==> src/rtl/host_interface_pkg.sv <==
// Shared GPIF constants: bus state codes, master FSM encoding and ctl bit index.
// Imported by both the host-side master and the responder.
package host_interface_pkg;

    localparam logic [3:0] IDLE    = 4'd0;
    localparam logic [3:0] SETEP   = 4'd1;
    localparam logic [3:0] SETREG  = 4'd2;
    localparam logic [3:0] SETRVAL = 4'd3;
    localparam logic [3:0] RDDATA  = 4'd4;
    localparam logic [3:0] RDTC    = 4'd7;

    localparam int CTL_RDWR = 1;

    typedef enum logic [2:0] {
        FSM_IDLE,
        FSM_EP,
        FSM_REG,
        FSM_TC,
        FSM_XFER,
        FSM_FIN
    } fsm_t;

endpackage

==> src/rtl/host_interface_master.sv <==
// GPIF host-side initiator: sequences SETEP, SETREG, optional RDTC and the data phase
// for one command, with a per-word inactivity timeout on the data phase.
module host_interface_master
    import host_interface_pkg::*;
#(
    parameter int SETTLE  = 2,
    parameter int TIMEOUT = 1024
) (
    input  logic        if_clock,
    input  logic        reset,
    input  logic        cmd_valid,
    output logic        cmd_ready,
    input  logic        cmd_read,
    input  logic [15:0] cmd_ep,
    input  logic [15:0] cmd_reg,
    input  logic [15:0] cmd_len,
    input  logic [15:0] wr_data,
    input  logic        wr_valid,
    output logic        wr_accept,
    output logic [15:0] rd_data,
    output logic        rd_valid,
    output logic        done,
    output logic        timeout_err,
    output logic [3:0]  gpif_state,
    output logic [2:0]  gpif_ctl,
    input  logic        gpif_rdy,
    output logic [15:0] gpif_data_out,
    output logic        gpif_data_oe,
    input  logic [15:0] gpif_data_in
);

    localparam int SW = $clog2(SETTLE + 2);
    localparam int TW = $clog2(TIMEOUT + 1);
    localparam logic [SW-1:0] SETTLE_END   = SW'(SETTLE);
    localparam logic [SW-1:0] STROBE_END   = SW'(SETTLE + 1);
    localparam logic [TW-1:0] TIMEOUT_LAST = TW'(TIMEOUT - 1);

    fsm_t          r_fsm;
    logic          r_is_read;
    logic [15:0]   r_reg_addr;
    logic [15:0]   r_len;
    logic [15:0]   r_remaining;
    logic [SW-1:0] r_settle;
    logic [TW-1:0] r_idle_cnt;
    logic          r_ctl_rdwr;
    logic          r_cmd_ready;
    logic          r_done;
    logic          r_timeout_err;
    logic          r_rd_valid;
    logic [15:0]   r_rd_data;
    logic [3:0]    r_gpif_state;
    logic [15:0]   r_data_out;
    logic          r_oe;

    logic       w_addr_phase;
    logic       w_addr_end;
    logic       w_xfer_active;
    logic       w_wr_accept;
    logic       w_rd_word;
    logic       w_word_moved;
    logic       w_timeout;
    logic       w_xfer_end;
    logic       w_skip_xfer;
    logic       w_enter_fin;
    logic [2:0] w_ctl;

    assign w_addr_phase  = (r_fsm == FSM_EP) || (r_fsm == FSM_REG) || (r_fsm == FSM_TC);
    assign w_addr_end    = w_addr_phase && (r_settle == STROBE_END);
    assign w_xfer_active = (r_fsm == FSM_XFER) && (r_settle == SETTLE_END);
    // Gated by reset so an abandoned burst never pops a word from the source.
    assign w_wr_accept   = !reset && w_xfer_active && !r_is_read && gpif_rdy && wr_valid
                           && (r_remaining != 16'd0);
    assign w_rd_word     = w_xfer_active && r_is_read && gpif_rdy && (r_remaining != 16'd0);
    assign w_word_moved  = w_wr_accept || w_rd_word;
    assign w_timeout     = w_xfer_active && !w_word_moved && (r_idle_cnt == TIMEOUT_LAST);
    // A write ends one cycle after its last strobe launches, a read on its last word.
    assign w_xfer_end    = w_xfer_active && (r_is_read ? (w_rd_word && r_remaining == 16'd1)
                                                       : (r_remaining == 16'd0));
    assign w_skip_xfer   = w_addr_end && (r_len == 16'd0)
                           && ((r_fsm == FSM_TC) || (r_fsm == FSM_REG && !r_is_read));
    assign w_enter_fin   = w_xfer_end || w_timeout || w_skip_xfer;

    always_ff @(posedge if_clock) begin
        if (reset) begin
            r_fsm         <= FSM_IDLE;
            r_is_read     <= 1'b0;
            r_reg_addr    <= '0;
            r_len         <= '0;
            r_remaining   <= '0;
            r_settle      <= '0;
            r_idle_cnt    <= '0;
            r_ctl_rdwr    <= 1'b0;
            r_cmd_ready   <= 1'b1;
            r_done        <= 1'b0;
            r_timeout_err <= 1'b0;
            r_rd_valid    <= 1'b0;
            r_rd_data     <= '0;
            r_gpif_state  <= IDLE;
            r_data_out    <= '0;
            r_oe          <= 1'b0;
        end else begin
            r_done        <= 1'b0;
            r_timeout_err <= 1'b0;
            r_rd_valid    <= 1'b0;
            case (r_fsm)
                FSM_IDLE, FSM_FIN: begin
                    r_fsm <= FSM_IDLE;
                    if (cmd_valid && r_cmd_ready) begin
                        r_fsm        <= FSM_EP;
                        r_cmd_ready  <= 1'b0;
                        r_gpif_state <= SETEP;
                        r_data_out   <= cmd_ep;
                        r_oe         <= 1'b1;
                        r_settle     <= '0;
                        r_ctl_rdwr   <= 1'b0;
                        r_is_read    <= cmd_read;
                        r_reg_addr   <= cmd_reg;
                        r_len        <= cmd_len;
                    end
                end
                FSM_EP, FSM_REG, FSM_TC: begin
                    r_settle <= r_settle + SW'(1);
                    if (r_settle == SETTLE_END) begin
                        r_ctl_rdwr <= 1'b1;
                    end
                    if (w_addr_end) begin
                        r_ctl_rdwr <= 1'b0;
                        r_settle   <= '0;
                        if (r_fsm == FSM_EP) begin
                            r_fsm        <= FSM_REG;
                            r_gpif_state <= SETREG;
                            r_data_out   <= r_reg_addr;
                        end else if (r_fsm == FSM_REG && r_is_read) begin
                            r_fsm        <= FSM_TC;
                            r_gpif_state <= RDTC;
                            r_data_out   <= r_len;
                        end else begin
                            r_fsm        <= FSM_XFER;
                            r_gpif_state <= r_is_read ? RDDATA : SETRVAL;
                            r_oe         <= !r_is_read;
                            r_remaining  <= r_len;
                            r_idle_cnt   <= '0;
                        end
                    end
                end
                FSM_XFER: begin
                    if (r_settle != SETTLE_END) begin
                        r_settle <= r_settle + SW'(1);
                    end else begin
                        r_idle_cnt <= w_word_moved ? '0 : r_idle_cnt + TW'(1);
                        if (r_is_read) begin
                            r_ctl_rdwr <= (r_remaining != 16'd0)
                                          && !(w_rd_word && r_remaining == 16'd1);
                            if (w_rd_word) begin
                                r_rd_data   <= gpif_data_in;
                                r_rd_valid  <= 1'b1;
                                r_remaining <= r_remaining - 16'd1;
                            end
                        end else begin
                            r_ctl_rdwr <= w_wr_accept;
                            if (w_wr_accept) begin
                                r_data_out  <= wr_data;
                                r_remaining <= r_remaining - 16'd1;
                            end
                        end
                    end
                end
                default: r_fsm <= FSM_IDLE;
            endcase
            if (w_enter_fin) begin
                r_fsm         <= FSM_FIN;
                r_gpif_state  <= IDLE;
                r_ctl_rdwr    <= 1'b0;
                r_oe          <= 1'b0;
                r_remaining   <= '0;
                r_cmd_ready   <= 1'b1;
                r_done        <= 1'b1;
                r_timeout_err <= w_timeout && !w_xfer_end;
            end
        end
    end

    always_comb begin
        w_ctl           = '0;
        w_ctl[CTL_RDWR] = r_ctl_rdwr;
    end

    assign cmd_ready     = r_cmd_ready;
    assign wr_accept     = w_wr_accept;
    assign rd_data       = r_rd_data;
    assign rd_valid      = r_rd_valid;
    assign done          = r_done;
    assign timeout_err   = r_timeout_err;
    assign gpif_state    = r_gpif_state;
    assign gpif_ctl      = w_ctl;
    assign gpif_data_out = r_data_out;
    assign gpif_data_oe  = r_oe;

endmodule

==> config.mk <==
export PLATFORM = sky130hd
export DESIGN_NAME = host_interface_master
export DESIGN_NICKNAME = d
export VERILOG_FILES = /design/src/rtl/host_interface_pkg.sv /design/src/rtl/host_interface_master.sv
export SDC_FILE = /design/constraint.sdc
export NUM_CORES = 1
export LEC_CHECK = 0
export CORE_MARGIN = 2
export CORE_UTILIZATION = 36
export DETAILED_ROUTE_END_ITERATION = 16
export PLACE_DENSITY = 0.6
export SLEW_MARGIN = 15
export SYNTH_ARGS = -nofsm -noshare
export SYNTH_HDL_FRONTEND = slang
export SYNTH_SLANG_ARGS = --single-unit
==> constraint.sdc <==
create_clock -name if_clock -period 2.7 [get_ports if_clock]
set_clock_uncertainty 0.15 [all_clocks]
set_input_delay 0.405 -clock if_clock [delete_from_list [all_inputs] [get_ports if_clock]]
set_output_delay 0.405 -clock if_clock [all_outputs]
set_load 0.005 [all_outputs]
==> impl_metrics.env, run 1 <==
export IMPL_rsz0062_at_grt="no"
export IMPL_status="completed"
export IMPL_clockBufferDepth=2
export IMPL_synth_cell_types=69
export IMPL_worstSetupStartpointType="flip-flop"
export IMPL_crit_slowest_cell="clkdlybuf4s50_1"
export IMPL_clk_latency_ns=0.36
export IMPL_synth_common_cells="154 x nand2_1, 106 x dfxtp_1, 94 x a21oi_1"
export IMPL_dieArea_um2=16400
export IMPL_grt_max_degree=84
export IMPL_cts_htree_levels=3
export IMPL_die_w_um=128
export IMPL_drtPass1Iterations=5
export IMPL_cts_buffers=9
export IMPL_synth_xor_area_share_pct=1.58
export IMPL_wl_per_cell_um=16.6
export IMPL_cts_hold_buffers=0
export IMPL_postPlaceCellArea_um2=7100
export IMPL_cts_tree="built"
export IMPL_final_max_slew_viol_count=0
export IMPL_timing_rr_start="r_settle[0]"
export IMPL_layout_drive_gt1_share_pct=11.0
export IMPL_hold_path_end="gpif_state[2]"
export IMPL_p_per_area_nw_per_um2=489
export IMPL_dp_cells=999
export IMPL_place_congestion=0.911
export IMPL_first_global_vias=5413
export IMPL_crit_path_frequent_cell="inv_1"
export IMPL_relSlewSlack_pct=39.3
export IMPL_finalHoldViolations=0
export IMPL_setup_viol=0
export IMPL_synth_seq_cells=106
export IMPL_cp_required_ns=2.14
export IMPL_yosysTopAreaCell="dfxtp_1"
export IMPL_grt_overflow=0
export IMPL_clock_sinks=106
export IMPL_crit_arrival_ns=2.03
export IMPL_clkTransAtPathRegs_ns=0.07
export IMPL_yosysMostFrequentCell="nand2_1"
export IMPL_avgSynthCellArea_um2=7.90
export IMPL_fin_crit_ns=2.58
export IMPL_crit_type="flip-flop to primary output"
export IMPL_antenna_found_initial=0
export IMPL_rrSetupSlack_ns=0.21
export IMPL_detail_route_antenna_nets=0
export IMPL_nets=917
export IMPL_fin_area_um2=7440
export IMPL_leakagePower_nw=2.59
export IMPL_synth_area_mux_share_pct=9.02
export IMPL_first_iter_violations=339
export IMPL_diodes=0
export IMPL_yosys_area_top_type_share_pct=38.2
export IMPL_nFillCells=1477
export IMPL_cpPeakStageDelay_ns=0.49
export IMPL_synth_area_leaders="dfxtp_1 38%, nand2_1 10%, a21oi_1 8.5%, mux2i_1 5.8%, o21ai_0 4.5%"
export IMPL_grt_pass1_wl_mm=27.2
export IMPL_dpl_hpwl_mm=12.3
export IMPL_hold_depth=2
export IMPL_hold_class="flip-flop to flip-flop"
export IMPL_yosys_area_share_adder_pct=1.35
export IMPL_async_reset_ff_share_pct=0
export IMPL_total_power_w=0.00364
export IMPL_worst_pin_slew_ns=0.911
export IMPL_ys_seq_area_share_pct=38.2
export IMPL_vias=5549
export IMPL_end_kind="primary output"
export IMPL_cp_max_fo=4
export IMPL_synth_compound_area_share_pct=20.0
export IMPL_critical_path_cell_chain="inv_1, ha_2, nand4bb_2, and4b_2, nand2_2, inv_1, clkdlybuf4s50_1"
export IMPL_wl_mm=16.9
export IMPL_synth_top_family_by_area="simple AND/OR/NAND/NOR gates"
export IMPL_drc=0
export IMPL_syn_to_final_growth_pct=34.1
export IMPL_synth_edf_count=0
export IMPL_initial_core_util_pct=36.6
export IMPL_grt_usage_pct=20.7
export IMPL_clk_root_buffer_cell="clkbuf_16"
export IMPL_r2r_cells=7
export IMPL_synth_main_ff_cell="dfxtp_1"
export IMPL_synth_simple_area_share_pct=24.6
export IMPL_fp_row_count=45
export IMPL_fmax_mhz=387
export IMPL_die_h_um=128
export IMPL_hold_slack_ns=0.303
export IMPL_coreArea_um2=15100
export IMPL_r2r_end="r_remaining[8]"
export IMPL_ios=131
export IMPL_syn_inst=702
export IMPL_finalNonFillerCells=1018
export IMPL_vias_per_cell=5.45
export IMPL_hold_start="gpif_state[2]"
export IMPL_netlist_area_um2=5550
export IMPL_min_period_over_period_pct=95.6
export IMPL_maxCapViolations=0
export IMPL_portBuffers=127
export IMPL_yosys_warnings=0
export IMPL_ir_drop_mv=0.321
[critical path: cells and delay by family, from the launching register on]
family	cells	cell delay, ns
adder cells (fa/ha/maj)	1	0.19
buffers and inverters	3	0.62
flip-flops	1	0.34
AND/OR/NAND/NOR	3	0.53
[layer usage]
| layer | vias up | track usage, % | wire [um] |
|---|---|---|---|
| li1 | 2727 | - | - |
| met1 | 2624 | 26.5 | 7720 |
| met2 | 172 | 34.8 | 8070 |
| met3 | 26 | 3.59 | 816 |
| met4 | 0 | 7.76 | 323 |
| met5 | - | 0 | 0 |
[area by class of cell]
cell class	count	area (um2)	area share (%)
clock inverter	7	63.8	0.858
clock buffer	9	225	3.03
inverter	10	37.5	0.505
timing repair buffer	164	1570	21.1
tap	188	235	3.16
multi-input combinational	534	3190	42.8
sequential	106	2120	28.5
[flip-flops by register name, indices dropped and copies added (netlist names)]
| register | flops |
|---|---|
| r_reg_addr | 16 |
| gpif_state | 3 |
| r_settle | 2 |
| r_idle_cnt | 11 |
| timeout_err | 1 |
| r_len | 16 |
| gpif_data_oe | 1 |
| r_fsm | 3 |
| rd_valid | 1 |
| r_is_read | 1 |
| gpif_data_out | 16 |
| done | 1 |
| cmd_ready | 1 |
| r_ctl_rdwr | 1 |
| rd_data | 16 |
| r_remaining | 16 |
[power by group]
part	total (W)	internal, W	leakage, nW	switching [W]
registers	0.00171	0.00164	0.862	0.0000668
logic	0.000642	0.000342	1.58	0.000299
clock network	0.00129	0.000646	0.145	0.000645
[metrics by stage]
step / TNS, ns / utilization [%] / setup WS [ns]
global placement: 0 / 46.9 / 0.0871
CTS: 0 / 48.9 / 0.0142
floorplan: 0 / - / 0.427
detailed placement: -0.0493 / 46.9 / -0.0137
global route: 0 / 49.1 / 0.00170
finish: 0 / 49.1 / 0.118
[cell usage in the layout (no fill, tap or decap), drive strengths merged, types with 9 or more instances in the layout]
cell             n
a21oi           94
buf             38
clkbuf           9
clkdlybuf4s50  126
dfxtp          106
inv             13
mux2            16
mux2i           32
nand2          154
nand3           13
nand4           10
nor2            23
nor3            19
o21ai           51
or3             22
[timing repair]
action	in CTS	in global routing
pin swaps	0	1
buffers inserted	0	3
resized for setup	2	3
setup endpoints to repair	1	1
[cell families after synthesis]
logic type | count (synthesis)
flops | 106
compound gates | 189
buf+inv | 64
other cells | 1
fa+ha+maj | 6
xor+xnor | 10
simple gates | 278
mux | 48
[worst max-delay path by stage]
stage                                    to           start  slack (ns)  cells after the start
final                             wr_accept     r_settle[0]        0.12                      7
after detailed placement  gpif_data_out[14]        wr_valid       -0.01                      6
after CTS                         wr_accept  r_remaining[1]        0.01                      7
after floorplan                gpif_data_oe  r_remaining[0]        0.43                      9
after global routing              wr_accept     r_settle[0]       0.002                      7
after global placement    gpif_data_out[13]        wr_valid        0.09                      6
(Power assumes the default switching activity.)
==> inputs of run 2 (changes only) <==
--- a/config.mk
+++ b/config.mk
@@ -5,6 +5,7 @@
 export SDC_FILE = /design/constraint.sdc
 export NUM_CORES = 1
 export LEC_CHECK = 0
+export ABC_AREA = 1
 export CORE_MARGIN = 2
 export CORE_UTILIZATION = 36
 export DETAILED_ROUTE_END_ITERATION = 16
==> impl_metrics.env, run 2 <==
export IMPL_syn_to_final_growth_pct=31.9
export IMPL_grt_max_degree=66
export IMPL_fin_tns_setup_ns=0
export IMPL_cts_hold_buffers=0
export IMPL_wl_per_cell_um=14.1
export IMPL_place_congestion=0.886
export IMPL_min_period_over_period_pct=95.7
export IMPL_worstSetupStartpointType="flip-flop"
export IMPL_die_h_um=128
export IMPL_initial_core_util_pct=36.6
export IMPL_maxCapViolations=0
export IMPL_grt_overflow=0
export IMPL_cts_buffers=9
export IMPL_synth_main_ff_cell="dfxtp_1"
export IMPL_crit_start="r_fsm[0]"
export IMPL_drc=0
export IMPL_vias=5434
export IMPL_first_iter_violations=365
export IMPL_synth_area_leaders="dfxtp_1 38%, nand2_1 11%, nor2_1 9.8%, a21oi_1 7.9%, o21ai_0 7.3%"
export IMPL_finalHoldViolations=0
export IMPL_ir_drop_mv=0.455
export IMPL_crit_type="flip-flop to primary output"
export IMPL_grt_pass1_wl_mm=26.1
export IMPL_diodes=0
export IMPL_netlist_area_um2=5540
export IMPL_synth_cell_types=41
export IMPL_hold_class="flip-flop to flip-flop"
export IMPL_cp_max_fo=7
export IMPL_ys_seq_area_share_pct=38.3
export IMPL_portBuffers=127
export IMPL_nets=1041
export IMPL_p_per_area_nw_per_um2=1040
export IMPL_hold_depth=2
export IMPL_dpl_hpwl_mm=11.9
export IMPL_yosys_area_top_type_share_pct=38.3
export IMPL_layout_common_cells="157 x nand2_1, 144 x nor2_1, 127 x clkdlybuf4s50_1"
export IMPL_leakagePower_nw=3.03
export IMPL_fp_row_count=45
export IMPL_cts_htree_levels=3
export IMPL_clockBufferDepth=2
export IMPL_drtPass1Iterations=5
export IMPL_cts_tree="built"
export IMPL_yosysMostFrequentCell="nand2_1"
export IMPL_synth_edf_count=0
export IMPL_setup_viol=0
export IMPL_clock_sinks=106
export IMPL_ios=131
export IMPL_mostFrequentLayoutCell="nand2_1"
export IMPL_critical_path_cell_chain="nor2_8, nand3_4, nor2_2, nand2_1, inv_2, clkdlybuf4s50_1"
export IMPL_first_global_vias=5035
export IMPL_async_reset_ff_share_pct=0
export IMPL_coreArea_um2=15100
export IMPL_antenna_found_initial=0
export IMPL_cpPeakStageDelay_ns=0.50
export IMPL_nFillCells=1576
export IMPL_rsz0062_at_grt="no"
export IMPL_crit_arrival_ns=2.03
export IMPL_hold_start="r_reg_addr[5]"
export IMPL_vias_per_cell=4.76
export IMPL_detail_route_antenna_nets=0
export IMPL_crit_slowest_cell="clkdlybuf4s50_1"
export IMPL_grt_usage_pct=20.2
export IMPL_status="completed"
export IMPL_yosys_warnings=0
export IMPL_layout_drive_gt1_share_pct=6.39
export IMPL_timing_rr_start="r_fsm[0]"
export IMPL_fmax_mhz=387
export IMPL_syn_inst=835
export IMPL_total_power_w=0.00761
export IMPL_fin_crit_ns=2.58
export IMPL_clk_latency_ns=0.35
export IMPL_die_w_um=128
export IMPL_end_kind="primary output"
export IMPL_post_cts_buffers=0
export IMPL_yosysTopAreaCell="dfxtp_1"
export IMPL_clkTransAtPathRegs_ns=0.07
export IMPL_synth_seq_cells=106
export IMPL_final_max_slew_viol_count=0
export IMPL_wl_mm=16.1
export IMPL_r2r_cells=11
export IMPL_dieArea_um2=16400
export IMPL_post_cts_resized=0
export IMPL_clk_root_buffer_cell="clkbuf_16"
export IMPL_avgSynthCellArea_um2=6.64
export IMPL_cp_required_ns=2.14
export IMPL_synth_common_cells="157 x nand2_1, 145 x nor2_1, 106 x dfxtp_1"
run 2: changes by cell type after synthesis, moves of 7 or more:
| cell | change |
|---|---|
| mux2i_1 | -32 |
| inv_1 | +82 |
| clkbuf_1 | -16 |
| or3_1 | -22 |
| o21ai_1 | +10 |
| nor3_1 | -11 |
| mux2_2 | -16 |
| nand3_1 | +37 |
| o21ai_0 | +31 |
| buf_4 | +8 |
| nor2_1 | +122 |
| a21oi_1 | -7 |
run 2: cells by family after synthesis:
kind of cell	count (synthesis)	share of synthesized area, %
flops	106	38.3
fa+ha+maj	6	1.35
simple gates	391	31.2
xor+xnor	4	0.632
buf+inv	138	10.8
other cells	1	0.0677
compound gates	189	17.7
run 2: worst paths after layout:
path / end / slack [ns]
max: wr_accept / 0.12
min: r_reg_addr[5] / 0.30
max reg2reg: gpif_data_out[6] / 0.37
min reg2reg: r_reg_addr[5] / 0.30
run 2: layout make-up:
type | instances | area [um2] | area share, %
tap | 188 | 235 | 3.22
clock buffer | 11 | 243 | 3.32
inverter | 94 | 353 | 4.83
sequential | 106 | 2120 | 29.0
timing repair buffer | 145 | 1440 | 19.8
clock inverter | 5 | 77.6 | 1.06
multi-input combinational | 593 | 2830 | 38.8
run 2: stage by stage:
step | setup WS, ns | cells | hold slack [ns] | util, % | area [um2]
floorplan | 0.834 | 837 | 0.274 | - | 5550
global placement | 0.304 | 1126 | 0.284 | 46.1 | 6980
detailed placement | 0.257 | 1126 | 0.285 | 46.1 | 6980
CTS | 0.0419 | 1142 | 0.297 | 48.2 | 7300
global route | 0.00138 | 1142 | 0.313 | 48.3 | 7310
finish | 0.117 | 1142 | 0.295 | 48.3 | 7310
run 2: routing by layer:
metal  track usage (%)  routed length [um]  vias up  share of wire (%)
met5                 0                   0        -                  0
met2              32.3                7490      108                 46
li1                  -                   -     2899                  -
met4              6.46                 246        0                1.5
met1              28.3                7810     2413                 48
met3              2.59                 599       14                3.7
run 2: critical path: cells and delay by family (launching register included):
kind	cells	cell delay (ns)
flops	1	0.42
buf+inv	2	0.59
simple gates	4	0.67
run 2: report_power, final:
group,internal (W),switching (W)
clock network,0.000836,0.000595
logic,0.00148,0.00249
registers,0.00192,0.000281
